`src/rtl/gpmc_event_regs.sv`:
```
// GPMC-side register bank: ID, sticky W1C event status, interrupt mask,
// saturating per-event counters and N_CTRL strobed control registers.
//
// Ports:
//   clk, reset           : gpmc_clk domain clock, synchronous active-high reset
//   address_valid        : qualifies reads; rd_data is zero otherwise
//   address              : byte address, exact match against BASE_ADDR+offset
//   wr_en, wr_data       : single-cycle write strobe and data
//   rd_data              : registered read data, zero when not selected
//   events               : per-cycle event pulses (already in clk domain)
//   irq                  : registered OR of (STATUS & MASK)
//   ctrl_out             : CTRL[k] at bits [k*DATA_WIDTH +: DATA_WIDTH]
//   ctrl_strobe          : one-cycle pulse after each CTRL[k] write
module gpmc_event_regs #(
    parameter int                    ADDR_WIDTH = 16,
    parameter int                    DATA_WIDTH = 16,
    parameter logic [ADDR_WIDTH-1:0] BASE_ADDR  = 16'h0010,
    parameter logic [DATA_WIDTH-1:0] ID_VALUE   = 16'hC10D,
    parameter int                    N_EVENTS   = 4,
    parameter int                    CNT_WIDTH  = 16,
    parameter int                    N_CTRL     = 2
) (
    input  logic                         clk,
    input  logic                         reset,
    input  logic                         address_valid,
    input  logic [ADDR_WIDTH-1:0]        address,
    input  logic                         wr_en,
    input  logic [DATA_WIDTH-1:0]        wr_data,
    output logic [DATA_WIDTH-1:0]        rd_data,
    input  logic [N_EVENTS-1:0]          events,
    output logic                         irq,
    output logic [N_CTRL*DATA_WIDTH-1:0] ctrl_out,
    output logic [N_CTRL-1:0]            ctrl_strobe
);

    function automatic logic [ADDR_WIDTH-1:0] f_addr(input int off);
        return BASE_ADDR + ADDR_WIDTH'(off);
    endfunction

    logic [DATA_WIDTH-1:0] r_rd_data;
    logic                  r_irq;
    logic [N_EVENTS-1:0]   r_status;
    logic [N_EVENTS-1:0]   r_mask;
    logic [4:0]            r_cnt_sel;
    logic [CNT_WIDTH-1:0]  r_cnt [N_EVENTS];
    logic [DATA_WIDTH-1:0] r_ctrl [N_CTRL];
    logic [N_CTRL-1:0]     r_strobe;

    logic                  w_hit_id;
    logic                  w_hit_status;
    logic                  w_hit_mask;
    logic                  w_hit_sel;
    logic                  w_hit_count;
    logic [N_CTRL-1:0]     w_hit_ctrl;
    logic [N_EVENTS-1:0]   w_status_clr;
    logic                  w_cnt_wr;
    logic [DATA_WIDTH-1:0] w_cnt_rd;
    logic [DATA_WIDTH-1:0] w_rd_mux;

    assign w_hit_id     = (address == f_addr(0));
    assign w_hit_status = (address == f_addr(2));
    assign w_hit_mask   = (address == f_addr(4));
    assign w_hit_sel    = (address == f_addr(6));
    assign w_hit_count  = (address == f_addr(8));

    always_comb begin
        w_hit_ctrl = '0;
        for (int k = 0; k < N_CTRL; k++) begin
            w_hit_ctrl[k] = (address == f_addr(10 + 2 * k));
        end
    end

    assign w_status_clr = (wr_en && w_hit_status) ? wr_data[N_EVENTS-1:0] : '0;
    assign w_cnt_wr     = wr_en && w_hit_count;

    // CNT_SEL values with no counter behind them read as zero.
    always_comb begin
        w_cnt_rd = '0;
        for (int i = 0; i < N_EVENTS; i++) begin
            if (r_cnt_sel == 5'(i)) begin
                w_cnt_rd = DATA_WIDTH'(r_cnt[i]);
            end
        end
    end

    always_comb begin
        w_rd_mux = '0;
        if (w_hit_id)     w_rd_mux = ID_VALUE;
        if (w_hit_status) w_rd_mux = DATA_WIDTH'(r_status);
        if (w_hit_mask)   w_rd_mux = DATA_WIDTH'(r_mask);
        if (w_hit_sel)    w_rd_mux = DATA_WIDTH'(r_cnt_sel);
        if (w_hit_count)  w_rd_mux = w_cnt_rd;
        for (int k = 0; k < N_CTRL; k++) begin
            if (w_hit_ctrl[k]) w_rd_mux = r_ctrl[k];
        end
    end

    always_ff @(posedge clk) begin
        if (reset) begin
            r_rd_data <= '0;
            r_irq     <= 1'b0;
            r_status  <= '0;
            r_mask    <= '0;
            r_cnt_sel <= '0;
            r_strobe  <= '0;
            for (int i = 0; i < N_EVENTS; i++) r_cnt[i] <= '0;
            for (int k = 0; k < N_CTRL; k++) r_ctrl[k] <= '0;
        end else begin
            r_rd_data <= address_valid ? w_rd_mux : '0;
            r_irq     <= |(r_status & r_mask);
            // Set has priority over a concurrent W1C.
            r_status  <= (r_status & ~w_status_clr) | events;
            if (wr_en && w_hit_mask) r_mask <= wr_data[N_EVENTS-1:0];
            if (wr_en && w_hit_sel)  r_cnt_sel <= wr_data[4:0];
            for (int i = 0; i < N_EVENTS; i++) begin
                if (w_cnt_wr && r_cnt_sel == 5'(i)) begin
                    // A clear that coincides with an event counts that event.
                    r_cnt[i] <= events[i] ? CNT_WIDTH'(1) : '0;
                end else if (events[i] && r_cnt[i] != {CNT_WIDTH{1'b1}}) begin
                    r_cnt[i] <= r_cnt[i] + CNT_WIDTH'(1);
                end
            end
            for (int k = 0; k < N_CTRL; k++) begin
                r_strobe[k] <= wr_en && w_hit_ctrl[k];
                if (wr_en && w_hit_ctrl[k]) r_ctrl[k] <= wr_data;
            end
        end
    end

    always_comb begin
        ctrl_out = '0;
        for (int k = 0; k < N_CTRL; k++) begin
            ctrl_out[k*DATA_WIDTH +: DATA_WIDTH] = r_ctrl[k];
        end
    end

    assign rd_data     = r_rd_data;
    assign irq         = r_irq;
    assign ctrl_strobe = r_strobe;

endmodule

```
`config.mk`:
```
export PLATFORM = sky130hd
export DESIGN_NAME = gpmc_event_regs
export DESIGN_NICKNAME = d
export VERILOG_FILES = /design/src/rtl/gpmc_event_regs.sv
export SDC_FILE = /design/constraint.sdc
export NUM_CORES = 1
export LEC_CHECK = 0
export ABC_AREA = 0
export CORE_MARGIN = 2
export CORE_UTILIZATION = 35
export CTS_CLUSTER_DIAMETER = 100
export DETAILED_ROUTE_END_ITERATION = 16
export DONT_BUFFER_PORTS = 1
export SKIP_CTS_REPAIR_TIMING = 1
export SLEW_MARGIN = 25
export SYNTH_ARGS = -nofsm -noshare
export SYNTH_HDL_FRONTEND = slang
export SYNTH_SLANG_ARGS = --single-unit
```
`constraint.sdc`:
```
create_clock -name clk -period 4.1 [get_ports clk]
set_clock_uncertainty 0.15 [all_clocks]
set_input_delay 1.025 -clock clk [delete_from_list [all_inputs] [get_ports clk]]
set_output_delay 1.025 -clock clk [all_outputs]
set_load 0.02 [all_outputs]
```
# Word-level counts from Yosys, hierarchy flattened
# Memories as Yosys holds them, arrays and structs flattened.
# Index checks and enable logic that the tools add are counted.
classes:
  n_addsub: 4
  eq_ne: 14
  mux: 62
  bitwise: 15
  n_reduce_logical: 17
ops:
  columns: ["cell", "count"]
  rows:
  - ["2-to-1 mux 16 bit", 21]
  - ["equality test 16 x 5 -> 1 bit, second input constant", 7]
  - ["adder 16 x 1 -> 16 bit, second input constant", 4]
  - ["inequality test 16 bit, second input constant", 4]
  - ["2-to-1 mux 1 bit", 40]
  - ["logical AND 1 bit", 14]
  - ["equality test 5 x 2 -> 1 bit, second input constant", 2]
  - ["OR 1 bit", 10]
  - ["bitwise AND 4 bit", 2]
  - ["equality test 5 x 1 -> 1 bit, second input constant", 1]
  - ["zero test 5 bit", 1]
  - ["2-to-1 mux 4 bit", 1]
  - ["NOT 4 bit", 1]
  - ["OR 4 bit", 1]
  - ["OR reduction 4 bit", 1]
  - ["OR reduction 2 bit", 1]
  - ["NOT 1 bit", 1]
totals:
  reg_bits: 32
  mem_bits_rw: 96
  inputBits: 40
  output_inout_bits: 51
  memories: 2
mem_list:
  columns: ["name", "depth", "width", "read_ports", "rd_ports_with_merged_regs", "wr", "line", "rtl"]
  rows:
  - ["r_cnt", 4, 16, 4, 0, 4, "45", "logic [CNT_WIDTH-1:0] r_cnt [N_EVENTS];"]
  - ["r_ctrl", 2, 16, 2, 0, 2, "46", "logic [DATA_WIDTH-1:0] r_ctrl [N_CTRL];"]

# Depth between registers and ports, before layout
# Gate-level depths: netlist of the first run.
logic_depth:
  ltp_word: 8
  depth_mapped: 7
  mapped_depth_nobuf: 6

# Worst setup path before layout of the first run
# Ideal clock, no wire load.
synth_timing:
  kind: "input port to flip-flop"
  from: "input port address[11]"
  to: "memory r_cnt[1][0], enable pin"
  setup_time_ns: 0.372
  arrival_time_ns: 3.012
  t_required_ns: 3.578
  setup_slack_ns: 0.566
  stages: 6
  n_path_buf: 1
  cell_sequence: "or4_4 > nor4_2 > buf_2 > nand3_1 > or3b_1 > nand2_1"
synth_rtl:
  columns: ["element", "line", "rtl"]
  rows:
  - ["start, declared", "26", "input logic [ADDR_WIDTH-1:0] address,"]
  - ["end, declared", "45", null]

==> results of run 1 <==
layer usage:
layer | wire length, µm | part of all wire (%) | GRT usage (%)
met4 | 251 | 1.5 | 6.37
met5 | 0 | 0 | 0
met2 | 8320 | 50 | 28.5
met1 | 6710 | 40 | 21.3
met3 | 1310 | 7.9 | 5.26
kinds of logic after synthesis:
family	count (synthesis)
XOR/XNOR	56
AND/OR/NAND/NOR	266
multiplexers	25
buffers and inverters	36
flip-flops	128
AO/OA/AOI/OAI	60
adder cells (fa/ha/maj)	4
registers in the layout, indices dropped and copies added (netlist names):
name	count
ctrl_strobe	2
irq	1
r_cnt	64
r_cnt_sel	5
r_ctrl	32
r_mask	4
r_status	4
rd_data	16
report_power, final:
part           internal (µW)  switching, µW
Clock                   1050            574
Sequential              1460           96.0
Combinational           59.8           81.7
through the flow:
stage	hold slack [ns]	cells	area [µm²]
finish	0.370	824	7340
global route	0.400	824	7340
CTS	0.369	822	7330
floorplan	0.316	575	6440
global placement	0.349	790	6700
detailed placement	0.357	790	6700
worst max-delay path, cell delays in order:
cell and delay, ns:
or4_4 0.54, nor4_2 0.27, buf_4 0.23, nand3_1 0.23, a21oi_2 0.65, and2_1 0.25
worst max-delay path by stage:
stage	end	slack (ns)
after floorplan	r_cnt[1][0]$_SDFFCE_PN0P_	0.57
after global placement	r_cnt[2][7]$_SDFFCE_PN0P_	0.66
final	r_ctrl[0][19]$_DFFE_PP_	1.03
after CTS	r_ctrl[0][19]$_DFFE_PP_	1.04
after global routing	r_cnt[0][14]$_SDFFCE_PN0P_	0.88
after detailed placement	r_cnt[2][7]$_SDFFCE_PN0P_	0.64
final cells by class:
cell class                 count  area share (%)
sequential                   128            48.0
multi-input combinational    411            37.6
clock buffer                  19            6.17
tap                          229            3.90
clock inverter                13            2.54
timing repair buffer          11            1.13
inverter                      11           0.563
antenna                        2          0.0682
cells in the final DEF (no fill, tap or decap), types with 8 or more instances in the layout:
cell type | netlist | routed
nand4_1 | 8 | 8
dfxtp_1 | 32 | 32
a21oi_1 | 15 | 15
mux2i_1 | 12 | 12
mux4_2 | 13 | 13
nand2b_1 | 12 | 12
xor2_1 | 38 | 38
nor3_1 | 11 | 11
xnor2_1 | 18 | 18
clkbuf_16 | 0 | 17
and3_1 | 15 | 15
buf_4 | 1 | 11
o21ai_0 | 12 | 12
nor2b_1 | 8 | 8
nand2_1 | 34 | 34
nor2_1 | 95 | 95
a222oi_1 | 8 | 8
edfxtp_1 | 96 | 96
inv_1 | 11 | 11
nand3_1 | 35 | 35
and2_1 | 16 | 16
==> summary.txt, run 1 <==
Outcome
  – Outcome: finished clean

Power and ir drop
  – Worst VDD drop: approximately 0.0003 V
  – PD cells: roughly 450 nW/µm²
  – Lkg Pwr: 0.00250 µW
  – Power, Total: 3320 µW

Yosys
  – Synth Instances: approximately 580
  – Syn_nets: 619
  – Mapped cell area: about 6400 µm²
  – Synth Area in XOR/XNOR: approximately 7.6%
  – Ys flop type: edfxtp_1
  – Average footprint of a synthesized cell: ~11 µm²
  – Complex-gate fraction of the synthesized area: between 6 and 7%
  – Mux share of post-synthesis cell area: under 10%
  – Number of flops mapped to enable cells by yosys: 96
  – Adder-cell area share of the yosys netlist: less than 1%
  – Synth unique cells: 54
  – Post-synth top cells: 96 x edfxtp_1, 95 x nor2_1, 38 x xor2_1, 35 x nand3_1, 34 x nand2_1
  – Synth warnings: 0
  – Area fraction in and, or, nand and nor cells after synthesis: approximately a fifth
  – Synth area leaders: edfxtp_1 45%, dfxtp_1 9.9%, nor2_1 5.5%, xor2_1 5.2%, mux4_2 4.5%
  – Most frequent cell after synthesis: edfxtp_1
  – Post-synthesis sequential area ratio: between 50 and 60%
  – Flops & latches, synth: 128
  – Async SR Flop Fraction: 0%
  – Area leader, netlist: edfxtp_1
  – Yosys top cell area share: 44.7%
  – Largest family of logic cells by synthesized area: simple AND/OR/NAND/NOR gates

Timing
  – Total negative setup slack: 0 ns
  – Max Slew Vio Count: 0
  – Setup ws final: ~1.0 ns
  – Hold Fails Final Rpt: 0
  – Min cycle time layout: 3.07 ns
  – Count of final setup violators: 0
  – Tightest Pin Transition: approximately 0.77 ns
  – Max-slew headroom: 48.5%
  – Unrepaired setup endpoints after global routing: no
  – Crit share post-route: between 70% and 80%
  – Max Freq: 0.326 GHz

Floorplanning
  – Die height: between 100 and 150 µm
  – Initial Util: a little over a third
  – Std cell rows: a little under 50
  – Die W: about 140 µm
  – Number of I/O pins: slightly above 90
  – Core area: ~18000 µm²
  – Die area: around 20000 µm²

Global route
  – Initial antenna violation count: 2
  – First-pass GRT wire length: 26000 µm
  – Largest net degree at the start of global routing: 29
  – Total track usage: 17.2%
  – Grt total ovfl: 0
  – Vias in the first global route: between 4000 and 5000

Placement
  – IO buf count: 0
  – Placer Congestion: roughly 0.84
  – Dpl hpwl: 12100 µm
  – Worst setup slack after placement: roughly 0.64 ns

Route
  – Vias: between 4000 and 5000
  – DRT Pass-1 Iters: 8
  – Drt total wl: about 17000 µm
  – DR DRC count: 0
  – Antenna Violating Nets Remaining: 0
  – DRT iter0 DRCs: 404
  – Via density: between 5 and 6
  – Avg WL per Cell: ~20 µm

Clock network
  – CTS Buf Count: 17
  – Clock-pin slew on the worst setup and hold paths: 0.06 ns
  – Clock sink count: between 100 and 150
  – Maximum clock insertion buffer count: 2
  – CTS H-tree depth: 4
  – CTS tree: built
  – Root Buffer: clkbuf_16
  – Worst-skew pair later-pin latency: roughly 0.42 ns

Worst setup path
  – Reg2Reg Setup Slack: 1.32 ns
  – R2R Path Start: r_cnt[2][0]$_SDFFCE_PN0P_
  – CP Max Fanout: 16
  – Crit path DAT: about 3.2 ns
  – Worst Path Required: about 4.2 ns
  – Worst r2r dst: r_cnt[2][12]$_SDFFCE_PN0P_
  – CP Class: in2reg
  – Startpoint types: primary input
  – CP Capture Type: register
  – Critical Path Start: address[11]
  – FF-to-FF path depth: 6

Layout
  – Area grow syn2layout: 13.9%
  – Final cell utilization of the core: 40.7%
  – Multi-input gate area: ~2800 µm²
  – Fillcell total: roughly 1700
  – Seq. cell area: between 3000 and 4000 µm²
  – Final net count: 624
  – Layout cells sized above 1: 11.5%

Hold path
  – Min-delay worst type: reg2reg
  – Min-delay src: r_status[3]$_SDFF_PP0_
  – WHS Path Cells: 2
  – Hold Path End: r_status[3]$_SDFF_PP0_

Job
  – Max Cap Viol: 0
Power figures use the tool's default switching activity.
==> inputs of run 2 (changes only) <==
Settings changed: ABC_AREA 0 to 1.
Clock period 4.1 ns to 2.7 ns, I/O delays scaled along.
==> summary.txt, run 2 <==
Yosys
  – Synth Instances: 804 (+40%)
  – Synth unique cells: 38 (-30%)
  – Ys flop type: edfxtp_1
  – Yosys top cell area share: 42.0% (-2.8 points)
  – Post-synth top cells: 139 x nand2_1, 121 x nor2_1, 110 x inv_1, 96 x edfxtp_1, 51 x o21ai_0
  – Synth area leaders: edfxtp_1 42%, dfxtp_1 9.3%, nand2_1 7.6%, nor2_1 6.6%, inv_1 6.0%
  – Number of flops mapped to enable cells by yosys: 96 (unchanged)
  – Async SR Flop Fraction: 0% (unchanged)
  – Most frequent cell after synthesis: nand2_1
  – Post-synthesis sequential area ratio: 51.3% (-3.4 points)
  – Average footprint of a synthesized cell: 8.54 µm² (-24%)
  – Synth warnings: 0 (unchanged)
  – Mapped cell area: 6870 µm² (+6.6%)
  – Area leader, netlist: edfxtp_1
  – Flops & latches, synth: 128 (unchanged)
  – Syn_nets: 848 (+37%)

Power and ir drop
  – Worst VDD drop: 0.000416 V (+35%)
  – PD cells: 611 nW/µm² (+35%)
  – Lkg Pwr: 0.00312 µW (+25%)

Hold path
  – WHS Path Cells: 1 (-1)
  – Min-delay worst type: in2reg
  – Hold Path End: r_mask[3]$_SDFFE_PP0P_
  – Min-delay src: reset

Timing
  – Max-slew headroom: 71.3% (+23 points)
  – Count of final setup violators: 0 (unchanged)
  – Hold Fails Final Rpt: 0 (unchanged)
  – Max Slew Vio Count: 0 (unchanged)
  – Total negative setup slack: 0 ns (unchanged)
  – Min cycle time layout: between 2 and 2.5 ns
  – Crit share post-route: between 80% and 90%
  – Max Freq: 0.450 GHz
  – Unrepaired setup endpoints after global routing: no
  – Tightest Pin Transition: 0.430 ns (-0.340 ns)

Floorplanning
  – Die W: 144 µm (+3.1%)
  – Std cell rows: 51 (+4.1%)
  – Initial Util: 35.5% (-0.23 points)
  – Number of I/O pins: 91 (unchanged)
  – Core area: 19300 µm² (+7.3%)
  – Die height: 144 µm (+3.1%)
  – Die area: 20800 µm² (+6.4%)

Job
  – Max Cap Viol: 0 (unchanged)

Route
  – Antenna Violating Nets Remaining: 0 (unchanged)
  – DRT iter0 DRCs: 382 (-5.4%)
  – DRT Pass-1 Iters: 5 (-3)
  – Avg WL per Cell: 15.4 µm (-24%)
  – DR DRC count: 0 (unchanged)
  – Via density: 4.83 (-14%)
  – Vias: 5322 (+15%)
  – Drt total wl: 16900 µm (+2.2%)

Layout
  – Commonest non-fill, non-tap cells in the layout: 139 x nand2_1, 121 x nor2_1, 110 x inv_1
  – Final net count: 867 (+39%)
  – Max reg flops: 64 (unchanged)
  – Top reg by flops: r_cnt
  – Layout Cells excl Fill: 1101 (+34%)
  – Area grow syn2layout: 13.6%
  – Commonest non-fill, non-tap cell in the layout: nand2_1
  – Fillcell total: 1936 (+13%)
  – Layout cells sized above 1: 12.3% (+0.85 points)
  – Ant diodes: 0 (-2)

Global route
  – GR peak layer: met2
  – Total track usage: 17.2% (-0.060 points)
  – Met1 GRT Util: 22.0% (+0.78 points)
  – GRT met2 Usage: 27.3% (-1.2 points)
  – Initial antenna violation count: 0 (-2)
  – Met3 usage: 5.56% (+0.30 points)
  – First-pass GRT wire length: 27100 µm (+4.5%)
  – Largest net degree at the start of global routing: 30 (+3.4%)
  – Vias in the first global route: 5170 (+13%)
  – Grt total ovfl: 0 (unchanged)

Worst setup path
  – Cell Chain, Critical Path: ha_1 -> nand2_1 -> inv_1 -> nand3_1 -> nor2_1 -> nand3_1 -> nand4_2 -> o21ai_1 -> inv_1
  – Reg2Reg Setup Slack: 0.48 ns (-0.84 ns)
  – Max incr delay on CP: 0.43 ns (-0.22 ns)
  – R2R Path Start: r_cnt[0][1]$_SDFFCE_PN0P_
  – Startpoint types: register
  – FF-to-FF path depth: 9 (+3)
  – Worst Path Required: 2.72 ns (-1.50 ns)
  – CP Max Fanout: 16 (unchanged)
  – CP Class: reg2reg
  – CP Capture Type: register
  – Crit-path slowest cell: edfxtp_1
  – Worst r2r dst: r_cnt[0][0]$_SDFFCE_PN0P_
  – Crit path DAT: 2.25 ns (-0.94 ns)

Placement
  – Placer Congestion: 0.848 (+1.5%)
  – Dpl hpwl: 13000 µm (+7.3%)
  – IO buf count: 0 (unchanged)
  – Placed cells: 1069 (+35%)

Clock network
  – Clock-pin slew on the worst setup and hold paths: 0.06 ns (about the same)
  – Clock sink count: 128 (unchanged)
  – Worst-skew pair later-pin latency: 0.42 ns (about the same)
  – CTS Buf Count: 17 (unchanged)
  – CTS H-tree depth: 4 (unchanged)
  – Maximum clock insertion buffer count: 2 (unchanged)
  – CTS tree: built
  – Root Buffer: clkbuf_16

Outcome
  – Outcome: finished clean
[run 2: cell count changes after synthesis, moves of 13 or more]
cell     before  now
xnor2_1      18    3
mux4_2       13    0
nand2_1      34  139
nor2_1       95  121
nor2_2        0   22
o21ai_0      12   51
inv_1        11  110
nor3_1       11   32
and2_1       16    0
and3_1       15    0
a21oi_1      15   41
[run 2: final cells by class]
cell class	instances	area, µm²	area share [%]
flip-flops and latches	128	3520	45.2
multi-input cells	547	2800	35.9
clock buffers	17	425	5.45
inverters	112	420	5.39
well taps	265	332	4.25
repair buffers	17	165	2.12
clock inverters	15	133	1.70
[run 2: worst max-delay path by stage]
stage,start,end,slack [ns],cells past startpoint
6_report,r_cnt[0][1]$_SDFFCE_PN0P_,r_cnt[0][0]$_SDFFCE_PN0P_,0.48,9
2_1_floorplan,address[0],r_cnt[3][0]$_DFFE_PP_,0.03,9
3_3_place_gp,address[4],r_cnt[0][10]$_SDFFCE_PN0P_,0.35,11
5_1_grt,r_cnt[0][1]$_SDFFCE_PN0P_,r_cnt[0][0]$_SDFFCE_PN0P_,0.21,9
4_1_cts,r_cnt[3][1]$_SDFFCE_PN0P_,r_cnt[3][0]$_DFFE_PP_,0.45,9
3_5_place_dp,address[4],r_cnt[2][14]$_SDFFCE_PN0P_,0.33,9
[run 2: logic make-up after synthesis]
group	after synthesis	share of synthesized area (%)
simple gates	401	27.5
buf+inv	129	7.92
flops	128	51.3
compound gates	111	8.56
xor+xnor	31	3.95
fa+ha+maj	4	0.729
[run 2: power breakdown]
group / leakage, µW / total (µW) / switching (µW) / internal [µW]
Clock: 0.000270 / 2170 / 894 / 1270
Combinational: 0.00158 / 257 / 172 / 84.7
Sequential: 0.00127 / 2340 / 125 / 2220
Total: 0.00312 / 4770 / 1190 / 3570
[run 2: stage by stage]
stage                     hold slack (ns)  utilization [%]  setup WS, ns  instance area, µm²  power (µW)
final                               0.170             40.4         0.475                7800        4770
after CTS                           0.155             40.4         0.445                7800        4800
after global routing                0.153             40.4         0.208                7800        4920
after global placement              0.305             37.5         0.348                7240        2630
after detailed placement            0.311             37.5         0.332                7240        2640
after floorplan                     0.287                -        0.0254                6870        2540
[run 2: critical path, delay by kind of cell (launching register included)]
kind / cells / cell delay [ns]
and+or+nand+nor: 5 / 0.80
DFF: 1 / 0.43
AOI/OAI and AO/OA: 1 / 0.26
adders and majority gates: 1 / 0.23
buffers and inverters: 2 / 0.11
[run 2: per-layer routing]
metal  vias to the layer above  wire [µm]
met2                       165       7690
met5                         -          0
li1                       2709          -
met3                        22       1340
met4                         0        333
met1                      2426       7570
==> inputs of run 3 (changes only) <==
Settings changed: ABC_AREA 1 to 0.
Clock period 2.7 ns to 2.14 ns, I/O delays scaled along.
==> summary.txt, run 3 (synthesis gave the netlist of run 1 again) <==
Floorplanning
  – Die height: 140 µm (-3.1%)
  – Die W: 140 µm (-3.1%)
  – Std cell rows: 49 (-3.9%)
  – Number of I/O pins: 91 (unchanged)
  – Core area: 18000 µm² (-6.8%)
  – Die area: 19500 µm² (-6.0%)
  – Initial Util: 35.7% (+0.23 points)

Worst setup path
  – Reg2Reg Setup Slack: 0.04 ns (-0.44 ns)
  – Startpoint types: primary input
  – Worst Path Required: 2.13 ns (-0.59 ns)
  – CP Class: in2reg
  – Crit-path slowest cell: or4_4
  – CP Max Fanout: 8 (-8)
  – CP Capture Type: register
  – Crit path DAT: 2.28 ns (+0.03 ns)
  – Max incr delay on CP: 0.56 ns (+0.13 ns)
  – Critical Path Start: address[11]
  – R2R Path Start: r_cnt[1][1]$_SDFFCE_PN0P_
  – FF-to-FF path depth: 7 (-2)
  – Worst r2r dst: r_cnt[1][11]$_SDFFCE_PN0P_
  – Cell Chain, Critical Path: or4_4 -> nor4_4 -> buf_4 -> nand3_2 -> or3b_4 -> nand2_8

Timing
  – Total negative setup slack: -9.86 ns (-9.86 ns)
  – Min cycle time layout: roughly 2.3 ns
  – Hold Fails Final Rpt: 0 (unchanged)
  – Max-slew headroom: 53.9% (-17 points)
  – Tightest Pin Transition: 0.692 ns (+0.262 ns)
  – Unrepaired setup endpoints after global routing: yes
  – Crit share post-route: 107%
  – Setup ws final: -0.148 ns (-0.623 ns)
  – Max Slew Vio Count: 0 (unchanged)
  – Max Freq: 0.437 GHz
  – Count of final setup violators: 140 (+140)

Layout
  – Layout cells sized above 1: 28.4% (+16 points)
  – Fillcell total: 1641 (-15%)
  – Post-Layout Inst Area: 8360 µm² (+7.1%)
  – Area grow syn2layout: 29.7%
  – Top reg by flops: r_cnt
  – Max reg flops: 64 (unchanged)
  – Ant diodes: 0 (unchanged)
  – Commonest non-fill, non-tap cell in the layout: edfxtp_1
  – Final net count: 701 (-19%)
  – Commonest non-fill, non-tap cells in the layout: 96 x edfxtp_1, 88 x nor2_1, 66 x buf_4
  – Final cell utilization of the core: 46.4% (+6.0 points)

Clock network
  – Root Buffer: clkbuf_16
  – Clock-pin slew on the worst setup and hold paths: 0.06 ns (about the same)
  – CTS Buf Count: 17 (unchanged)
  – CTS H-tree depth: 4 (unchanged)
  – Maximum clock insertion buffer count: 2 (unchanged)
  – Worst-skew pair later-pin latency: 0.42 ns (about the same)
  – CTS tree: built
  – Clock sink count: 128 (unchanged)

Power and ir drop
  – Power, Total: 6490 µW (+36%)
  – Lkg Pwr: 0.00301 µW (-3.3%)
  – PD cells: 777 nW/µm² (+27%)
  – Worst VDD drop: 0.000437 V (+5.0%)

Route
  – DR DRC count: 0 (unchanged)
  – Via density: 5.49 (+14%)
  – Antenna Violating Nets Remaining: 0 (unchanged)
  – DRT Pass-1 Iters: 6 (+1)
  – Drt total wl: 18100 µm (+6.6%)
  – DRT iter0 DRCs: 394 (+3.1%)
  – Vias: 4938 (-7.2%)
  – Avg WL per Cell: 20.1 µm (+31%)

Hold path
  – WHS Path Cells: 1 (unchanged)
  – Min-delay worst type: in2reg
  – Min-delay src: reset
  – Hold Path End: r_mask[0]$_SDFFE_PP0P_

Global route
  – GRT met2 Usage: 30.0% (+2.8 points)
  – Met1 GRT Util: 22.6% (+0.53 points)
  – First-pass GRT wire length: 27200 µm (+0.20%)
  – Grt total ovfl: 0 (unchanged)
  – Vias in the first global route: 4847 (-6.2%)
  – Initial antenna violation count: 0 (unchanged)
  – GR peak layer: met2
  – Met3 usage: 4.54% (-1.0 points)
  – Largest net degree at the start of global routing: 29 (-3.3%)
  – Total track usage: 18.1% (+0.94 points)

Placement
  – Placer Congestion: 0.829 (-2.2%)
  – Placed Area: 7340 µm² (+1.3%)
  – Dpl hpwl: 12800 µm (-0.81%)
  – IO buf count: 0 (unchanged)

Outcome
  – Failing checks: setup timing
  – Outcome: finished with violations

Job
  – Max Cap Viol: 0 (unchanged)
-- run 3: routing by layer --
layer / wire, µm / up-vias
li1: - / 2281
met1: 7210 / 2448
met2: 9040 / 174
met3: 1280 / 35
met4: 534 / 0
met5: 0 / -
-- run 3: where the power goes --
group | leakage (µW) | internal [µW] | total, µW | switching [µW]
logic | 0.00145 | 198 | 429 | 231
clock network | 0.000298 | 1970 | 3110 | 1150
registers | 0.00126 | 2800 | 2950 | 151
-- run 3: worst max-delay path, delay by kind of cell --
family / cells / cell delay [ns]
buffers and inverters: 1 / 0.18
AND/OR/NAND/NOR: 5 / 1.54
-- run 3: final cells by class --
cell class                 instances  area, µm²  share of cell area (%)
multi-input combinational        414       3070                    36.7
sequential                       128       3520                    42.2
timing repair buffer              85        802                    9.60
tap                              229        287                    3.43
clock inverter                    14        204                    2.44
inverter                          11       41.3                   0.494
clock buffer                      18        429                    5.14
-- run 3: worst max-delay path by stage --
stage / to / cells after the start
floorplan: r_ctrl[0][0]$_DFFE_PP_ / 5
global placement: r_cnt[2][10]$_SDFFCE_PN0P_ / 5
detailed placement: r_cnt[1][10]$_SDFFCE_PN0P_ / 5
CTS: r_ctrl[0][6]$_DFFE_PP_ / 7
global route: r_cnt[1][0]$_SDFFCE_PN0P_ / 6
finish: r_cnt[1][7]$_SDFFCE_PN0P_ / 6
-- run 3: through the flow --
step / setup slack [ns] / hold WS, ns / cells
floorplan: -0.618 / 0.320 / 575
global placement: -0.555 / 0.348 / 849
detailed placement: -0.555 / 0.362 / 849
CTS: -0.123 / 0.0180 / 881
global route: -0.173 / 0.0222 / 899
finish: -0.148 / 0.0263 / 899
